`src/rtl/ps2_pkg.sv`:
```
// Shared constants and types for the PS/2 keyboard receiver.
package ps2_pkg;

   localparam logic [7:0] PS2_BREAK  = 8'hF0;
   localparam logic [7:0] PS2_EXT    = 8'hE0;
   localparam int         FRAME_BITS = 11;   // start + 8 data + parity + stop

   typedef enum logic [1:0] {
      IDLE   = 2'd0,
      DATA   = 2'd1,
      PARITY = 2'd2,
      STOP   = 2'd3
   } frame_state_t;

endpackage

```
`src/rtl/ps2_line_sync.sv`:
```
// PS/2 line conditioning: 2-FF synchronisers on both lines, a glitch filter on
// ps2_clk and a one-cycle strobe on each filtered falling edge. data is the
// synchronised ps2_data, aligned so it is valid in the same cycle as fall.
module ps2_line_sync #(
   parameter int FILTER_LEN = 8
) (
   input  logic clk,
   input  logic rst,
   input  logic ps2_clk,
   input  logic ps2_data,
   output logic fall,
   output logic data
);

   localparam int CW = $clog2(FILTER_LEN + 1);

   logic [1:0]    clk_sync;
   logic [1:0]    data_sync;
   logic          filt;
   logic [CW-1:0] cnt;

   // Two-stage synchronisers; idle level of both lines is high.
   always_ff @(posedge clk or negedge rst) begin
      if (!rst) begin
         clk_sync  <= 2'b11;
         data_sync <= 2'b11;
      end else begin
         clk_sync  <= {clk_sync[0], ps2_clk};
         data_sync <= {data_sync[0], ps2_data};
      end
   end

   // Accept a new ps2_clk level only after FILTER_LEN consecutive differing samples.
   always_ff @(posedge clk or negedge rst) begin
      if (!rst) begin
         filt <= 1'b1;
         cnt  <= '0;
         fall <= 1'b0;
         data <= 1'b1;
      end else begin
         fall <= 1'b0;
         data <= data_sync[1];
         if (clk_sync[1] == filt) begin
            cnt <= '0;
         end else if (cnt == CW'(FILTER_LEN - 1)) begin
            filt <= clk_sync[1];
            cnt  <= '0;
            fall <= filt;            // old level high means this is a 1->0 change
         end else begin
            cnt <= cnt + 1'b1;
         end
      end
   end

endmodule

```
`src/rtl/ps2_keyboard_rx.sv`:
```
// PS/2 keyboard receiver: deframes 11-bit device-to-host frames and resolves
// E0/F0 prefixes into make/break events.
// Optional build macro PS2_REPEAT_FILTER_EN suppresses typematic repeats of the
// currently held key.
//
// Output semantics: key_valid, key_released and frame_err are single-cycle
// strobes with no back-pressure; key_code and key_extended are valid in the
// strobe cycle and stay stable until the next event. A consumer must sample on
// the strobe cycle, there is no ready.
module ps2_keyboard_rx #(
   parameter int FILTER_LEN     = 8,
   parameter int TIMEOUT_CYCLES = 200000
) (
   input  logic       clk,
   input  logic       rst,
   input  logic       ps2_clk,
   input  logic       ps2_data,
   output logic [7:0] key_code,
   output logic       key_valid,
   output logic       key_released,
   output logic       key_extended,
   output logic       frame_err
);

   import ps2_pkg::*;

   localparam int TW = $clog2(TIMEOUT_CYCLES + 1);

   logic          fall;
   logic          sdata;
   frame_state_t  state, state_nxt;
   logic [2:0]    bit_cnt;
   logic [7:0]    shift;
   logic          par_bit;
   logic [TW-1:0] to_cnt;
   logic          good, bad, timeout;
   logic          byte_rdy;
   logic          ext, brk;
   logic          is_prefix;
   logic          repeat_hit;

   ps2_line_sync #(.FILTER_LEN(FILTER_LEN)) u_sync (
      .clk      (clk),
      .rst      (rst),
      .ps2_clk  (ps2_clk),
      .ps2_data (ps2_data),
      .fall     (fall),
      .data     (sdata)
   );

   // Frame state register.
   always_ff @(posedge clk or negedge rst) begin
      if (!rst) state <= IDLE;
      else      state <= state_nxt;
   end

   // Next-state logic; timeout outranks a (simultaneous-free) fall.
   always_comb begin
      state_nxt = state;
      good      = 1'b0;
      bad       = 1'b0;
      timeout   = 1'b0;
      if (state != IDLE && !fall && to_cnt == TW'(TIMEOUT_CYCLES - 1)) begin
         timeout   = 1'b1;
         state_nxt = IDLE;
      end else if (fall) begin
         case (state)
            IDLE: begin
               if (!sdata) state_nxt = DATA;
               else        bad       = 1'b1;
            end
            DATA: begin
               if (bit_cnt == 3'(FRAME_BITS - 4)) state_nxt = PARITY;
            end
            PARITY: state_nxt = STOP;
            STOP: begin
               state_nxt = IDLE;
               if (sdata && ((^shift) ^ par_bit)) good = 1'b1;
               else                              bad  = 1'b1;
            end
            default: state_nxt = IDLE;
         endcase
      end
   end

   // Frame datapath: bit counter, shift register, parity, timeout counter, strobes.
   always_ff @(posedge clk or negedge rst) begin
      if (!rst) begin
         bit_cnt   <= '0;
         shift     <= '0;
         par_bit   <= 1'b0;
         to_cnt    <= '0;
         byte_rdy  <= 1'b0;
         frame_err <= 1'b0;
      end else begin
         to_cnt    <= (fall || state == IDLE) ? '0 : to_cnt + 1'b1;
         byte_rdy  <= good;
         frame_err <= bad | timeout;
         if (fall && !timeout) begin
            case (state)
               IDLE:   bit_cnt <= '0;
               DATA: begin
                  shift   <= {sdata, shift[7:1]};
                  bit_cnt <= bit_cnt + 1'b1;
               end
               PARITY: par_bit <= sdata;
               default: ;
            endcase
         end
      end
   end

   assign is_prefix = (shift == PS2_EXT) || (shift == PS2_BREAK);

`ifdef PS2_REPEAT_FILTER_EN
   logic       held;
   logic [8:0] held_key;

   assign repeat_hit = held && (held_key == {ext, shift});

   // Track the last pressed key until its break arrives.
   always_ff @(posedge clk or negedge rst) begin
      if (!rst) begin
         held     <= 1'b0;
         held_key <= '0;
      end else if (byte_rdy && !timeout && !is_prefix) begin
         if (brk) begin
            if (repeat_hit) held <= 1'b0;
         end else if (!repeat_hit) begin
            held     <= 1'b1;
            held_key <= {ext, shift};
         end
      end
   end
`else
   assign repeat_hit = 1'b0;
`endif

   // Scan-code decode: accumulate prefixes, emit one make/break strobe per key byte.
   always_ff @(posedge clk or negedge rst) begin
      if (!rst) begin
         ext          <= 1'b0;
         brk          <= 1'b0;
         key_code     <= '0;
         key_extended <= 1'b0;
         key_valid    <= 1'b0;
         key_released <= 1'b0;
      end else begin
         key_valid    <= 1'b0;
         key_released <= 1'b0;
         if (timeout) begin
            ext <= 1'b0;
            brk <= 1'b0;
         end else if (byte_rdy) begin
            if (shift == PS2_EXT) begin
               ext <= 1'b1;
            end else if (shift == PS2_BREAK) begin
               brk <= 1'b1;
            end else begin
               ext <= 1'b0;
               brk <= 1'b0;
               if (brk) begin
                  key_code     <= shift;
                  key_extended <= ext;
                  key_released <= 1'b1;
               end else if (!repeat_hit) begin
                  key_code     <= shift;
                  key_extended <= ext;
                  key_valid    <= 1'b1;
               end
            end
         end
      end
   end

endmodule
```
`config.mk`:
```
export PLATFORM = sky130hd
export DESIGN_NAME = ps2_keyboard_rx
export DESIGN_NICKNAME = d
export VERILOG_FILES = /design/src/rtl/ps2_pkg.sv /design/src/rtl/ps2_line_sync.sv /design/src/rtl/ps2_keyboard_rx.sv
export SDC_FILE = /design/constraint.sdc
export NUM_CORES = 1
export LEC_CHECK = 0
export ABC_CLOCK_PERIOD_IN_PS = 2400
export CORE_MARGIN = 1
export CORE_UTILIZATION = 53
export CTS_CLUSTER_DIAMETER = 200
export DETAILED_ROUTE_END_ITERATION = 8
export PLACE_DENSITY = 0.71
export SLEW_MARGIN = 15
export SYNTH_ARGS = -nofsm -noshare
export SYNTH_HDL_FRONTEND = slang
export SYNTH_SLANG_ARGS = --single-unit
export TNS_END_PERCENT = 10
```
`constraint.sdc`:
```
create_clock -name clk -period 2.4 [get_ports clk]
set_clock_uncertainty 0.1 [all_clocks]
set_input_delay 0.6 -clock clk [delete_from_list [all_inputs] [get_ports clk]]
set_output_delay 0.6 -clock clk [all_outputs]
set_load 0.005 [all_outputs]
```
==> results of run 1 <==
## how the worst max path moves through the flow
stage                                    start                       end  slack [ps]  cells after the start
after floorplan           state[0]$_DFFE_PN0P_   key_code[0]$_DFFE_PN0P_        -100                      7
after global placement    state[1]$_DFFE_PN0P_   key_code[0]$_DFFE_PN0P_         160                      7
after detailed placement  state[0]$_DFFE_PN0P_  key_extended$_DFFE_PN0P_         110                      7
after CTS                 state[0]$_DFFE_PN0P_   key_code[7]$_DFFE_PN0P_          90                      7
after global routing      state[0]$_DFFE_PN0P_   key_code[7]$_DFFE_PN0P_          10                      7
final                     state[0]$_DFFE_PN0P_   key_code[7]$_DFFE_PN0P_         100                      7
## kinds of logic after synthesis
logic type               Yosys count  share of synthesized area
AO/OA/AOI/OAI                     29                     0.0774
XOR/XNOR                          15                     0.0541
adder cells (fa/ha/maj)           14                     0.0652
buffers and inverters             15                     0.0238
flip-flops                        58                      0.543
multiplexers                      15                     0.0629
AND/OR/NAND/NOR                   91                      0.173
## where the power goes
part	total (uW)	internal, uW	switching (uW)
Sequential	1130	1060	64.2
Combinational	340	135	205
Clock	1190	822	365
Total	2650	2020	634
## sequential cells by signal, indices dropped and copies added (netlist names), 2 cells and up
name	count
key_code	8
bit_cnt	3
u_sync.clk_sync	2
to_cnt	18
u_sync.cnt	4
shift	8
state	2
u_sync.data_sync	2
## layout make-up
| type | instances | area (um2) |
|---|---|---|
| fill | 368 | 1530 |
| sequential | 58 | 1460 |
| multi-input combinational | 164 | 1210 |
| timing repair buffer | 19 | 200 |
| clock buffer | 11 | 141 |
| clock inverter | 5 | 125 |
| tap | 67 | 83.8 |
| inverter | 9 | 33.8 |
## per-layer routing
layer  GRT usage  routed length (um)  vias up
met2       0.331                2230       31
met3      0.0704                 195        5
li1            -                   -      893
met5           0                   0        -
met1       0.288                2190      905
met4      0.0784                  51        0
## metrics by stage
step	area (um2)	instances	setup WS, ps
2_1_floorplan	2730	237	-102
3_3_place_gp	2990	317	158
3_5_place_dp	2990	317	109
4_1_cts	3250	333	93.1
5_1_grt	3250	333	13.5
6_report	3250	333	103
## cell usage in the layout, fill, tap and decap left out, types with 7 or more instances in the layout
cell             netlist  final
dfrtp_1               52     52
nand2_1               23     23
nor2_1                20     20
clkdlybuf4s50_1        0     14
ha_1                  14     13
clkbuf_8               0     10
xnor2_1                9      9
mux2_4                 0      9
nand3_1                8      8
nand4_1                8      8
a21oi_1                7      7
inv_1                  9      7
o21ai_0                7      7
==> flow_metrics.env, run 1 <==
export IMPL_cts_buffers=9
export IMPL_tns_ps=0
export IMPL_post_route_min_period_ps=2300
export IMPL_seq_area_frac_synth=0.543
export IMPL_grt_remaining_overflow=0
export IMPL_grt_start_max_net_pins=35
export IMPL_initialDrtViolationCount=103
export IMPL_finalMaxSlewViolations=0
export IMPL_r2r_slack_ps=100
export IMPL_r2r_cells=7
export IMPL_hold_worst_slack_ps=152
export IMPL_ant_nets=0
export IMPL_rsz0062_at_grt="no"
export IMPL_status="finished clean"
export IMPL_wl_per_cell_um=14.0
export IMPL_fmax_ghz=0.435
export IMPL_vias_per_cell=5.51
export IMPL_die_h_um=73.2
export IMPL_hold_violations=0
export IMPL_tightest_slew_ps=557
export IMPL_ys_top_cells_by_area="dfrtp_1, ha_1, mux2_2"
export IMPL_core_um2=4790
export IMPL_num_rows=25
export IMPL_io_pin_count=16
export IMPL_critical_path_required_ps=2510
export IMPL_cts_root_buf="clkbuf_8"
export IMPL_netlist_area_leader_share=0.485
export IMPL_grt_pass1_vias=1771
export IMPL_dp_hpwl_mm=3.23
export IMPL_reg2reg_to="key_code[7]$_DFFE_PN0P_"
export IMPL_wirelength_mm=4.68
export IMPL_slowest_delay_ps=440
export IMPL_p_total_uw=2650
export IMPL_cts_hold_buf=0
export IMPL_clock_latency_ps=330
export IMPL_route_detailed_drc=0
export IMPL_synth_main_ff_cell="dfrtp_1"
export IMPL_synth_commonest_cells="dfrtp_1, nand2_1, nor2_1, mux2_2, ha_1"
export IMPL_synthesis_nets=255
export IMPL_track_usage=0.217
export IMPL_cts_tree="built"
export IMPL_cp_slowest_cell="or4_4"
export IMPL_synth_warnings=0
export IMPL_grt_pass1_wl_mm=8.52
export IMPL_critical_path_class="reg2reg"
export IMPL_fp_dieArea_um2=5350
export IMPL_htree_levels=3
export IMPL_dr_pass1_iters=4
export IMPL_crit_chain="inv_2 > ha_4 > or2_1 > or4_4 > o31ai_4 > buf_12 > mux2_4"
export IMPL_yosysUniqueCellTypes=41
export IMPL_syn_cell_area_um2=2690
export IMPL_fin_nets=279
export IMPL_avgSynthCellArea_um2=11.3
export IMPL_antenna_cells=0
export IMPL_critPathBufInv=2
export IMPL_globalplace_congestion=0.809
export IMPL_period_share=0.957
export IMPL_synth_edff_count=0
export IMPL_io_buffers=15
export IMPL_synth_most_common_cell="dfrtp_1"
export IMPL_area_growth_pct=21.1
export IMPL_crit_path_end_kind="flip-flop"
export IMPL_slew_headroom=0.629
export IMPL_crit_arrival_ps=2410
export IMPL_start_util=0.561
export IMPL_vias=1834
export IMPL_clkTransAtPathRegs_ps=70
export IMPL_synthCells=237
export IMPL_die_x_um=73.2
export IMPL_cts_setup_buffers=0
export IMPL_leakage_uw=0.00149
export IMPL_p_per_area_nw_per_um2=816
export IMPL_clockBufferDepth=2
export IMPL_setup_viol=0
export IMPL_path_delay_family="simple AND/OR/NAND/NOR gates"
export IMPL_path_max_fanout=10
export IMPL_max_cap_violations=0
export IMPL_max_vdd_ir_drop_mv=0.715
export IMPL_cts_resized_gates=0
export IMPL_clock_sinks=58
export IMPL_antenna_found_initial=0
export IMPL_yosysTopAreaCell="dfrtp_1"
export IMPL_reg2reg_from="state[0]$_DFFE_PN0P_"
export IMPL_ys_ff_latch=58
export IMPL_final_util=0.679
export IMPL_postSynth_asyncResetShare=1.00
export IMPL_drive_above_1_share=0.180
export IMPL_worstHoldPathType="in2async"
export IMPL_setup_worst_path_start_class="flip-flop"
No activity file was read; power rests on OpenSTA's default activity.
==> run 2: changes to the inputs <==
--- a/config.mk
+++ b/config.mk
@@ -11,6 +11,7 @@
 export CTS_CLUSTER_DIAMETER = 200
 export DETAILED_ROUTE_END_ITERATION = 8
 export PLACE_DENSITY = 0.71
+export RECOVER_POWER = 50
 export SLEW_MARGIN = 15
 export SYNTH_ARGS = -nofsm -noshare
 export SYNTH_HDL_FRONTEND = slang
==> run 2 against run 1 <==
Net effect:
- register-to-register slack about the same
- critical path depth unchanged
- total power about the same
- clock-buffer cell count unchanged
- critical path type unchanged
- critical endpoint unchanged
==> flow_metrics.env, run 2 (synthesis gave the netlist of run 1 again) <==
export IMPL_switching_share=0.239
export IMPL_fin_nets=279
export IMPL_initialDrtViolationCount=103
export IMPL_leakage_uw=0.00148
export IMPL_post_route_min_period_ps=2300
export IMPL_critical_path_class="reg2reg"
export IMPL_place_area_um2=2990
export IMPL_grt_remaining_overflow=0
export IMPL_route_detailed_drc=0
export IMPL_path_depth=7
export IMPL_switchingPower_uw=634
export IMPL_p_total_uw=2650
export IMPL_core_um2=4790
export IMPL_clock_latency_ps=330
export IMPL_critical_path_required_ps=2510
export IMPL_r2r_cells=7
export IMPL_mostFrequentLayoutCell="dfrtp_1"
export IMPL_reg_largest_list="to_cnt (18), key_code (8), shift (8)"
export IMPL_globalplace_congestion=0.809
export IMPL_htree_levels=3
export IMPL_dr_pass1_iters=4
export IMPL_cts_resized_gates=0
export IMPL_die_h_um=73.2
export IMPL_tightest_slew_ps=1330
export IMPL_crit_chain="inv_2 > ha_4 > or2_1 > or4_4 > o31ai_4 > buf_12 > mux2_4"
export IMPL_cp_slowest_cell="or4_4"
export IMPL_hold_violations=0
export IMPL_design_area_um2=3250
export IMPL_num_rows=25
export IMPL_hold_depth=0
export IMPL_status="finished clean"
export IMPL_critPathBufInv=2
export IMPL_p_per_area_nw_per_um2=816
export IMPL_start_util=0.561
export IMPL_p_int_uw=2020
export IMPL_cts_root_buf="clkbuf_8"
export IMPL_seqPwrFrac=0.425
export IMPL_area_growth_pct=21.1
export IMPL_cts_tree="built"
export IMPL_final_util=0.679
export IMPL_crit_arrival_ps=2410
export IMPL_comb_power_share=0.128
export IMPL_fmax_ghz=0.435
export IMPL_fp_dieArea_um2=5350
export IMPL_io_pin_count=16
export IMPL_drive_above_1_share=0.173
export IMPL_clkTransAtPathRegs_ps=60
export IMPL_gr_usage_met3=0.0704
export IMPL_grtUsageMet2=0.331
export IMPL_hold_worst_slack_ps=257
export IMPL_path_delay_family="simple AND/OR/NAND/NOR gates"
export IMPL_use_met1=0.288
export IMPL_rsz0062_at_grt="no"
export IMPL_antenna_cells=0
export IMPL_max_vdd_ir_drop_mv=0.715
export IMPL_max_cap_violations=0
export IMPL_io_buffers=15
export IMPL_die_x_um=73.2
export IMPL_pwr_share_clk=0.447
export IMPL_dp_hpwl_mm=3.23
export IMPL_r2r_slack_ps=100
export IMPL_slew_headroom=0.111
export IMPL_cts_setup_buffers=0
export IMPL_finalMaxSlewViolations=0
export IMPL_slowest_delay_ps=440
export IMPL_grt_start_max_net_pins=35
export IMPL_regMostFlops="to_cnt"
export IMPL_period_share=0.957
export IMPL_top_usage_layer="met2"
export IMPL_vias_per_cell=5.51
export IMPL_ant_nets=0
export IMPL_vias=1834
export IMPL_antenna_found_initial=0
export IMPL_layout_common_cells="dfrtp_1, nand2_1, nor2_1"
export IMPL_largest_reg_flops=18
export IMPL_wl_per_cell_um=14.0
export IMPL_fill_cells=369
export IMPL_cts_hold_buf=0
export IMPL_tns_ps=0
export IMPL_clock_sinks=58
export IMPL_setup_viol=0
export IMPL_clockBufferDepth=2
export IMPL_cts_buffers=9
export IMPL_setup_worst_path_start_class="flip-flop"
export IMPL_path_max_fanout=10
export IMPL_track_usage=0.217
export IMPL_crit_path_end_kind="flip-flop"
export IMPL_wirelength_mm=4.67
export IMPL_grt_pass1_vias=1771
export IMPL_grt_pass1_wl_mm=8.52
export IMPL_worstHoldPathType="reg2reg"
==> run 2: cell count changes in the layout (fill, tap and decap cells not counted) <==
cell / previous run / this run
dfstp_1: 0 / 1
clkbuf_1: 1 / 2
dfstp_2: 6 / 5
buf_2: 1 / 0
clkdlybuf4s50_1: 14 / 12
dlygate4sd3_1: 0 / 2
==> run 2: stage by stage <==
| stage | instances | setup slack [ps] |
|---|---|---|
| 6_report | 333 | 103 |
| 5_1_grt | 333 | 13.5 |
| 4_1_cts | 333 | 93.1 |
| 3_5_place_dp | 317 | 109 |
| 3_3_place_gp | 317 | 158 |
| 2_1_floorplan | 237 | -102 |
==> run 2: area by class of cell <==
cell class | instances | area [um2] | share of cell area
clock buffer | 11 | 141 | 0.0435
clock inverter | 5 | 125 | 0.0385
inverter | 9 | 33.8 | 0.0104
multi-input combinational | 164 | 1210 | 0.372
sequential | 58 | 1460 | 0.449
tap | 67 | 83.8 | 0.0258
timing repair buffer | 19 | 199 | 0.0612
==> run 2: path summary, 6_finish.rpt <==
path	to	start
hold / removal	u_sync.data_sync[1]$_DFF_PN1_	u_sync.data_sync[0]$_DFF_PN1_
hold reg to reg	u_sync.data_sync[1]$_DFF_PN1_	u_sync.data_sync[0]$_DFF_PN1_
max in group asynchronous	to_cnt[0]$_DFF_PN0_	rst
setup reg to reg	key_code[7]$_DFFE_PN0P_	state[0]$_DFFE_PN0P_
setup / recovery	key_code[7]$_DFFE_PN0P_	state[0]$_DFFE_PN0P_
min in group asynchronous	bit_cnt[0]$_DFFE_PN0P_	rst
==> run 2: power groups by stage <==
stage | sequential [uW] | clock, uW | combinational [uW]
2_1_floorplan | 1130 | 0 | 254
3_3_place_gp | 1140 | 0 | 328
3_5_place_dp | 1150 | 0 | 344
4_1_cts | 1130 | 1220 | 346
5_1_grt | 1140 | 1270 | 387
6_report | 1130 | 1190 | 339
==> run 2: layer usage <==
| metal | share of wire | up-vias | wire (um) |
|---|---|---|---|
| met5 | 0 | - | 0 |
| met4 | 0.011 | 0 | 51 |
| met3 | 0.042 | 5 | 194 |
| met2 | 0.48 | 31 | 2230 |
| met1 | 0.47 | 905 | 2190 |
| li1 | - | 893 | - |
==> run 3: changes to the inputs <==
--- a/config.mk
+++ b/config.mk
@@ -10,6 +10,7 @@
 export CORE_UTILIZATION = 53
 export CTS_CLUSTER_DIAMETER = 200
 export DETAILED_ROUTE_END_ITERATION = 8
+export MAX_ROUTING_LAYER = met4
 export PLACE_DENSITY = 0.71
 export RECOVER_POWER = 50
 export SLEW_MARGIN = 15
==> run 3 against run 2 <==
Net effect:
- final area unchanged
- setup slack improved by 0.74 ps
- wire length increased by 0.43%
- global-route usage increased by 0.66 points
- register-to-register slack about the same
- critical path depth unchanged
- largest cell class unchanged
- worst hold slack unchanged
- core utilization unchanged
==> flow_metrics.env, run 3 (synthesis gave the netlist of run 1 again) <==
export IMPL_cp_slowest_cell="or4_4"
export IMPL_ant_nets=0
export IMPL_start_util=0.561
export IMPL_fill_cells=369
export IMPL_wl_met3_um=182
export IMPL_clock_latency_ps=330
export IMPL_mostFrequentLayoutCell="dfrtp_1"
export IMPL_tns_ps=0
export IMPL_fin_nets=279
export IMPL_setup_ws_ps=104
export IMPL_grt_start_max_net_pins=35
export IMPL_worstHoldPathType="reg2reg"
export IMPL_area_growth_pct=21.1
export IMPL_fp_dieArea_um2=5350
export IMPL_cts_root_buf="clkbuf_8"
export IMPL_critical_path_class="reg2reg"
export IMPL_setup_viol=0
export IMPL_p_per_area_nw_per_um2=817
export IMPL_clkTransAtPathRegs_ps=60
export IMPL_top_layer="met4"
export IMPL_fmax_ghz=0.436
export IMPL_dr_pass1_iters=4
export IMPL_dp_cells=317
export IMPL_io_pin_count=16
export IMPL_dr_wl_met2_mm=2.24
export IMPL_switching_share=0.239
export IMPL_critical_path_required_ps=2510
export IMPL_crit_arrival_ps=2410
export IMPL_max_vdd_ir_drop_mv=0.714
export IMPL_cts_hold_buf=0
export IMPL_htree_levels=3
export IMPL_initialDrtViolationCount=117
export IMPL_grt_remaining_overflow=0
export IMPL_switchingPower_uw=635
export IMPL_antenna_cells=0
export IMPL_p_int_uw=2020
export IMPL_vias_per_cell=5.45
export IMPL_reg2reg_from="state[0]$_DFFE_PN0P_"
export IMPL_grt_pass1_vias=1771
export IMPL_final_cells=333
export IMPL_vias=1816
export IMPL_cts_tree="built"
export IMPL_route_detailed_drc=0
export IMPL_slew_headroom=0.111
export IMPL_cts_buffers=9
export IMPL_crit_chain="inv_2 > ha_4 > or2_1 > or4_4 > o31ai_4 > buf_12 > mux2_4"
export IMPL_reg_largest_list="to_cnt (18), key_code (8), shift (8)"
export IMPL_critPathBufInv=2
export IMPL_num_rows=25
export IMPL_comb_power_share=0.128
export IMPL_regMostFlops="to_cnt"
export IMPL_crit_path_end_kind="flip-flop"
export IMPL_cts_resized_gates=0
export IMPL_cts_setup_buffers=0
export IMPL_core_um2=4790
export IMPL_pwr_share_clk=0.447
export IMPL_grt_pass1_wl_mm=8.51
export IMPL_place_ws_ps=109
export IMPL_clockBufferDepth=2
export IMPL_path_delay_family="simple AND/OR/NAND/NOR gates"
export IMPL_wl_per_cell_um=14.1
export IMPL_die_h_um=73.2
export IMPL_antenna_found_initial=0
export IMPL_die_x_um=73.2
export IMPL_globalplace_congestion=0.821
export IMPL_cp_startpoint="state[0]$_DFFE_PN0P_"
export IMPL_m1WireLength_mm=2.21
export IMPL_tightest_slew_ps=1330
export IMPL_leakage_uw=0.00148
export IMPL_rsz0062_at_grt="no"
export IMPL_seqPwrFrac=0.425
export IMPL_path_max_fanout=10
export IMPL_track_usage=0.223
export IMPL_layout_common_cells="dfrtp_1, nand2_1, nor2_1"
export IMPL_hold_start="u_sync.data_sync[0]$_DFF_PN1_"
export IMPL_largest_reg_flops=18
export IMPL_setup_worst_path_start_class="flip-flop"
export IMPL_drive_above_1_share=0.173
export IMPL_clock_sinks=58
export IMPL_status="finished clean"
export IMPL_post_route_min_period_ps=2300
export IMPL_max_cap_violations=0
export IMPL_io_buffers=15
export IMPL_slowest_delay_ps=440
export IMPL_finalMaxSlewViolations=0
export IMPL_wirelength_mm=4.69
export IMPL_period_share=0.957
export IMPL_hold_violations=0
export IMPL_dp_hpwl_mm=3.23
export IMPL_final_util=0.679
## run 3: final timing paths
kind / endpoint / slack (ps) / cells past startpoint
min in group asynchronous: bit_cnt[0]$_DFFE_PN0P_ / 450 / 1
max in group asynchronous: to_cnt[0]$_DFF_PN0_ / 940 / 2
setup / recovery: key_code[7]$_DFFE_PN0P_ / 100 / 7
hold / removal: u_sync.data_sync[1]$_DFF_PN1_ / 260 / 0
hold reg to reg: u_sync.data_sync[1]$_DFF_PN1_ / 260 / 0
setup reg to reg: key_code[7]$_DFFE_PN0P_ / 100 / 7
## run 3: per-layer routing
metal	global-route usage	up-vias
met5	-	-
met4	0.0784	0
met3	0.0704	5
met2	0.331	31
met1	0.288	893
li1	-	887
## run 3: final cells by class
cell class              count  area [um2]  area share
inverters                   9        33.8      0.0104
multi-input cells         164        1210       0.372
repair buffers             19         199      0.0612
clock inverters             5         125      0.0385
well taps                  67        83.8      0.0258
flip-flops and latches     58        1460       0.449
clock buffers              11         141      0.0435
## run 3: power by group through the flow
stage               sequential [uW]  combinational, uW  clock, uW
detailed placement             1150                344          0
floorplan                      1130                254          0
global route                   1140                387       1270
finish                         1130                339       1190
global placement               1140                328          0
CTS                            1130                346       1220
## run 3: stage by stage
stage               hold WS [ps]  power, uW  cell area (um2)
floorplan                    204       1390             2730
finish                       257       2650             3250
global placement             246       1470             2990
detailed placement           249       1490             2990
global route                 260       2800             3250
CTS                          154       2690             3250
